<file path="src/rtl/register_bank.sv">
// MIPS general-purpose register file with hardwired-zero r0, optional write-through
// forwarding, and a per-register busy scoreboard that drives the decode stall.
module register_bank #(
    parameter int n      = 32,
    parameter int a      = 5,
    parameter bit BYPASS = 1'b1
) (
    input  logic         clk_port,
    input  logic         rst_port,
    input  logic [a-1:0] rs_addr_port,
    input  logic [a-1:0] rt_addr_port,
    output logic [n-1:0] rs_data_port,
    output logic [n-1:0] rt_data_port,
    input  logic         wr_en_port,
    input  logic [a-1:0] wr_addr_port,
    input  logic [n-1:0] wr_data_port,
    input  logic         issue_en_port,
    input  logic [a-1:0] issue_addr_port,
    output logic         stall_port
);

    localparam int NREG = 1 << a;

    logic [n-1:0]    regs [NREG];
    logic [NREG-1:0] busy;
    logic [NREG-1:0] busy_next;

    logic wr_valid;
    logic rs_pending;
    logic rt_pending;
    logic issue_pending;
    logic issue_accept;

    assign wr_valid = wr_en_port && (wr_addr_port != '0);

    always_comb begin
        rs_data_port = '0;
        rt_data_port = '0;
        if (rst_port) begin
            if (rs_addr_port != '0) begin
                rs_data_port = (BYPASS && wr_valid && (wr_addr_port == rs_addr_port))
                             ? wr_data_port : regs[rs_addr_port];
            end
            if (rt_addr_port != '0) begin
                rt_data_port = (BYPASS && wr_valid && (wr_addr_port == rt_addr_port))
                             ? wr_data_port : regs[rt_addr_port];
            end
        end
    end

    // A busy register being written this cycle is only resolved if forwarding exists.
    always_comb begin
        rs_pending    = busy[rs_addr_port]
                        && !(BYPASS && wr_valid && (wr_addr_port == rs_addr_port));
        rt_pending    = busy[rt_addr_port]
                        && !(BYPASS && wr_valid && (wr_addr_port == rt_addr_port));
        issue_pending = issue_en_port && busy[issue_addr_port]
                        && !(BYPASS && wr_valid && (wr_addr_port == issue_addr_port));
        stall_port    = rst_port && (rs_pending || rt_pending || issue_pending);
        issue_accept  = issue_en_port && !stall_port && (issue_addr_port != '0);
    end

    // Clear first, then set, so a new producer on the written register stays outstanding.
    always_comb begin
        busy_next = busy;
        if (wr_valid) begin
            busy_next[wr_addr_port] = 1'b0;
        end
        if (issue_accept) begin
            busy_next[issue_addr_port] = 1'b1;
        end
        busy_next[0] = 1'b0;
    end

    always_ff @(posedge clk_port or negedge rst_port) begin
        if (!rst_port) begin
            busy <= '0;
        end else begin
            busy <= busy_next;
        end
    end

    always_ff @(posedge clk_port or negedge rst_port) begin
        if (!rst_port) begin
            for (int i = 0; i < NREG; i++) begin
                regs[i] <= '0;
            end
        end else if (wr_valid) begin
            regs[wr_addr_port] <= wr_data_port;
        end
    end

endmodule

</file>
<file path="config.mk">
export PLATFORM = sky130hd
export DESIGN_NAME = register_bank
export DESIGN_NICKNAME = d
export VERILOG_FILES = /design/src/rtl/register_bank.sv
export SDC_FILE = /design/constraint.sdc
export NUM_CORES = 2
export LEC_CHECK = 0
export CAP_MARGIN = 20
export CORE_ASPECT_RATIO = 2
export CORE_MARGIN = 4
export CORE_UTILIZATION = 39
export CTS_CLUSTER_SIZE = 24
export DETAILED_ROUTE_END_ITERATION = 7
export GPL_TIMING_DRIVEN = 0
export HOLD_SLACK_MARGIN = 0.1
export PLACE_DENSITY_LB_ADDON = 0.1
export SETUP_SLACK_MARGIN = 0.02
export SLEW_MARGIN = 20
export SYNTH_ARGS = -nofsm -noshare
export SYNTH_HDL_FRONTEND = slang
export SYNTH_SLANG_ARGS = --single-unit
</file>
<file path="constraint.sdc">
create_clock -name clk_port -period 2.8 [get_ports clk_port]
set_input_delay 0.28 -clock clk_port [delete_from_list [all_inputs] [get_ports clk_port]]
set_output_delay 0.28 -clock clk_port [all_outputs]
set_load 0.005 [all_outputs]
</file>
### Word-level counts from Yosys, hierarchy flattened

Cells that the tools add are included.

* ROM bits: 0
* bits in writable memories: 0
* bits in registers: 1055
* latch bits: 0
* memories kept: 0
* logic and storage cells: 103
* output and inout port bits: 65

* bitwise logic cells: 6
* divide/modulo/power cells: 0
* multipliers: 0
* reduce and logical (&&, ||, !) cells: 24
* eq/ne operators: 3
* magnitude comparators: 10
* $add $sub $neg: 0
* shift-type cells: 0
* mux-type cells: 27

Operators with widths (count)
* $bwmux W1024: 1
* $mux W32: 13
* $bmux W32 S5: 2
* $demux W32 S5: 1
* $and A32 B32 Y32: 1
* $not A32 Y32: 1
* $or A32 B32 Y32: 1
* $lt A5 B6 Y1 const B: 4
* $reduce_bool A5 Y1: 4
* $ge A6 B6 Y1 const B: 3
* $not A5 Y6: 3
* $bmux W1 S5: 3
* $eq A5 B5 Y1: 3
* $logic_and A1 B1 Y1: 14
* $demux W1 S5: 2
* $ge A5 B1 Y1 const B: 2
* $lt A6 B1 Y1 const B: 1
* $mux W1: 5
* $logic_not A1 Y1: 4
* $logic_or A1 B1 Y1: 2

### Logic depth before layout (Yosys ltp)

* word-level depth: 12
* depth in mapped cells: 11
* gate-level depth less buffers: 6

### Worst setup path after synthesis

Ideal clock, no wire load.

* kind: input to output
* start point: in rt_addr_port[0]
* end point: out rt_data_port[2]
* arrival time: 2.178 ns
* path slack: 0.342 ns
* stages: 7
* cells stage by stage: buf_2 > buf_2 > buf_2 > mux4_2 > mux4_2 > o22ai_1 > o21ai_1

* longest elaborated chain between the ends: 7
* elaborated cells on any way between the ends: 10

RTL lines
* from (decl): RTL line 11 `input logic [a-1:0] rt_addr_port,`
* $not A5 Y6 (implied by the code): RTL line 46 `? wr_data_port : regs[rt_addr_port];`
* $bmux W32 S5: RTL line 46
* $mux W32 (implied by the code) (2 in a row): RTL line 46
* $mux W32: RTL line 46
* $mux W32 (*): RTL line 44 `if (rt_addr_port != '0) begin`
* $mux W32 (*): RTL line 39 `if (rst_port) begin`
* to (decl): RTL line 13 `output logic [n-1:0] rt_data_port,`

Mark *: on every way between the ends. The rest lies on a longest branch, timed or not. The select of a mux whose other input is x is not followed.

### Final worst setup path

* start point: in rs_addr_port[1]
* end point: out rs_data_port[8]

* longest elaborated chain between the ends: 7
* elaborated cells on any way between the ends: 10

RTL lines
* from (decl): RTL line 10 `input logic [a-1:0] rs_addr_port,`
* $not A5 Y6 (implied by the code): RTL line 42 `? wr_data_port : regs[rs_addr_port];`
* $bmux W32 S5: RTL line 42
* $mux W32 (implied by the code) (2 in a row): RTL line 42
* $mux W32: RTL line 42
* $mux W32 (*): RTL line 40 `if (rs_addr_port != '0) begin`
* $mux W32 (*): RTL line 39
* to (decl): RTL line 12 `output logic [n-1:0] rs_data_port,`

Marks and branches as above.

==> impl_metrics.csv <==
group,metric,value,unit
run_status,outcome,"finished with violations",
run_status,violations,"negative setup slack",
setup_path,endpoint_kind,"output pin",
power_and_ir_drop,p_per_area,684,nW/um^2
grt,grt_overflow,0,
placed_design,hpwlAfterDp,181000,microns
sta,worst_pin_slew,1250,ps
grt,grt_usage,34.1,%
final_layout,fin_nets,4101,
grt,grt_max_degree,140,
detailed_routing,drt_wl_total,263000,microns
cts,ctsHtreeMaxLevel,3,
synth,synth.cell_area,57300,sq um
grt,grt_pass1_wl,356000,microns
detailed_routing,drt_iter0_drc,4202,
setup_path,cp-start-kind,"primary input",
synth,syn_nets,3760,
power_and_ir_drop,finalPower,47.1,mW
worst_hold_path,hold_path.class,"primary input to async pin",
power_and_ir_drop,irDropWorstVdd,0.429,mV
detailed_routing,vias,39728,
sta,fmax,314,MHz
sta,slew-limit-headroom,16.7,%
synth,ys_seq_elements,1055,
synth,netlist_top_cells_area,"dfrtp_1, mux4_2, mux2_2",
sta,drv_slew,0,
setup_path,arrival,2910,ps
job,maxCapViolations,0,
placed_design,place_ws,-2600,ps
power_and_ir_drop,swShare,29.5,%
power_and_ir_drop,p_int,33.2,mW
sta,hold_violations,0,
sta,rsz0062_at_grt,"yes",
floorplanning,row_count,198,
cts,cts.path.max_buffers,3,
sta,period_share,114,%
power_and_ir_drop,leakage,29.3,nW
sta,finalSetupViolCount,65,
floorplanning,chipHeight,550,microns
detailed_routing,drcViolationCount,0,
synth,synth_top_area_cell,"dfrtp_1",
sta,setup_slack,-386,ps
sta,clock_skew,17.1,ps
final_layout,drive_gt1_share,56.0,%
floorplanning,die_x,279,microns
floorplanning,design.die.area,153000,sq um
cts,cts_tree,"yes",
floorplanning,start_util,39.3,%
detailed_routing,via_per_inst,6.59,
floorplanning,ios,121,
power_and_ir_drop,p_comb_share,25.0,%
synth,async_flop_share,100,%
sta,finalCriticalPeriod,3190,ps
power_and_ir_drop,power.switching,13.9,mW
cts,cts_buffers,103,
placed_design,globalplace.congestion,0.933,
synth,synth_seq_area_share,46.1,%
setup_path,required,2520,ps
sta,whs,102,ps
grt,grt_pass1_vias,41829,
synth,synth_top_area_share,46.1,%
placed_design,io_buffers,105,
synth,yosysWarnings,0,
grt,antenna_found_initial,7,
synth,synth_most_common_cell,"dfrtp_1",
detailed_routing,ant_nets,0,
cts,cts.sinks,1055,
synth,synth_cell_type_count,55,
setup_path,cp_max_fo,10,
synth,synth_ff_type,"dfrtp_1",
detailed_routing,wire_per_inst,43.7,microns
cts,cts_root_buf,"clkbuf_16",
setup_path,crit_type,"primary input to output pin",
synth,synth_edf_count,0,
synth,synth.avg_cell_area,15.5,sq um
synth,yosys-top-cells-count,"dfrtp_1, mux2_2, mux4_2",
cts,clkTransAtPathRegs,60,ps
synth,syn-instance-count,3704,
cts,worstSkewPairLatency,730,ps
floorplanning,coreArea,146000,sq um
power_and_ir_drop,clkPwrFrac,31.8,%
power_and_ir_drop,pwr-share-seq,43.3,%
detailed_routing,dr.pass1.iters,6,
final_layout,area_delta_synth_final,20.2,%
## layout make-up
type	count	area, sq um
Fill cell	12884	76800
Multi-Input combinational cell	2192	30000
Timing Repair Buffer	237	2610
Inverter	18	71.3
Antenna cell	4	10.0
Tap cell	1900	2380
Clock inverter	33	423
Buffer	438	3880
Clock buffer	153	3050
Sequential cell	1055	26400
## metal layers
layer	share of wire [%]	routed length (microns)	vias up	track usage (%)
li1	-	-	15103	-
met4	10	26700	3	26.6
met3	6.8	17800	817	6.22
met2	49	129000	2076	57.2
met5	0.022	57	-	0.250
met1	34	90200	21729	38.5
## critical path, cell delays in order
cell	delay, ps
buf_4	180
buf_6	260
buf_8	250
buf_6	280
mux4_2	460
mux4_2	660
mux2i_4	240
a211oi_2	110
buf_2	150
## power by group through the flow
stage               Combinational, mW  Clock [mW]  Sequential [mW]
finish                           11.8        15.0             20.4
global route                     12.3        15.6             20.6
CTS                              11.6        15.1             20.2
detailed placement               10.5           0             20.6
global placement                 10.1           0             20.5
floorplan                        7.20           0             19.7
## final timing paths
kind,depth (start not counted),to,slack [ps],startpoint
worst max-delay path,9,rs_data_port[8],-390,rs_addr_port[1]
worst min-delay path,6,regs[182],100,rst_port
worst max register to register,7,busy[24],440,busy[13]
worst min register to register,1,regs[1009],480,regs[1009]
max in group asynchronous,8,regs[363],1260,rst_port
min in group clk_port,4,busy[12],250,issue_addr_port[4]
## repair_timing
action,4_1_cts,5_1_grt
setup endpoints to repair,309,65
resized for setup,858,75
hold endpoints to repair,212,0
hold buffers,15,0
pin swaps,89,67
gates cloned,11,0
setup buffers,68,17
## cell families after synthesis
logic type / after synthesis / synth area share (%)
compound gates: 227 / 3.00
xor+xnor: 15 / 0.229
buf+inv: 457 / 3.73
flops: 1055 / 46.1
mux: 1744 / 45.3
simple gates: 206 / 1.66
## registers in the layout (all words and copies together) (netlist names)
| register | count |
|---|---|
| regs | 1024 |
| busy | 31 |
## layout by cell type (no fill, tap or decap), drive strengths merged, types with 3 or more instances in the layout
master            n
dfrtp          1055
mux2           1032
mux4            574
clkbuf          407
buf             362
mux2i           138
nor2             91
a211oi           43
nand2            40
o221ai           39
clkdlybuf4s50    35
a32o             30
nand3            28
a21oi            27
o21ai            25
o22ai            22
clkinv           21
inv              19
a22o             16
a221oi           12
bufbuf           11
nor3             10
bufinv            9
nand3b            8
xor2              8
xnor2             7
dlygate4sd3       6
or3b              5
clkdlybuf4s15     5
diode             4
nor2b             4
nor3b             3
nand4b            3
and2              3
## per-stage QoR
stage | area [sq um] | instances | util [%] | TNS (ps)
after floorplan | 57300 | 3704 | - | 0
after global placement | 60700 | 5709 | 41.7 | -
after detailed placement | 61300 | 5729 | 42.1 | -685050
after CTS | 68400 | 6009 | 47.0 | -11620
after global routing | 68800 | 6027 | 47.2 | -10630
final | 68800 | 6030 | 47.3 | -8880
(Power assumes the default switching activity.)
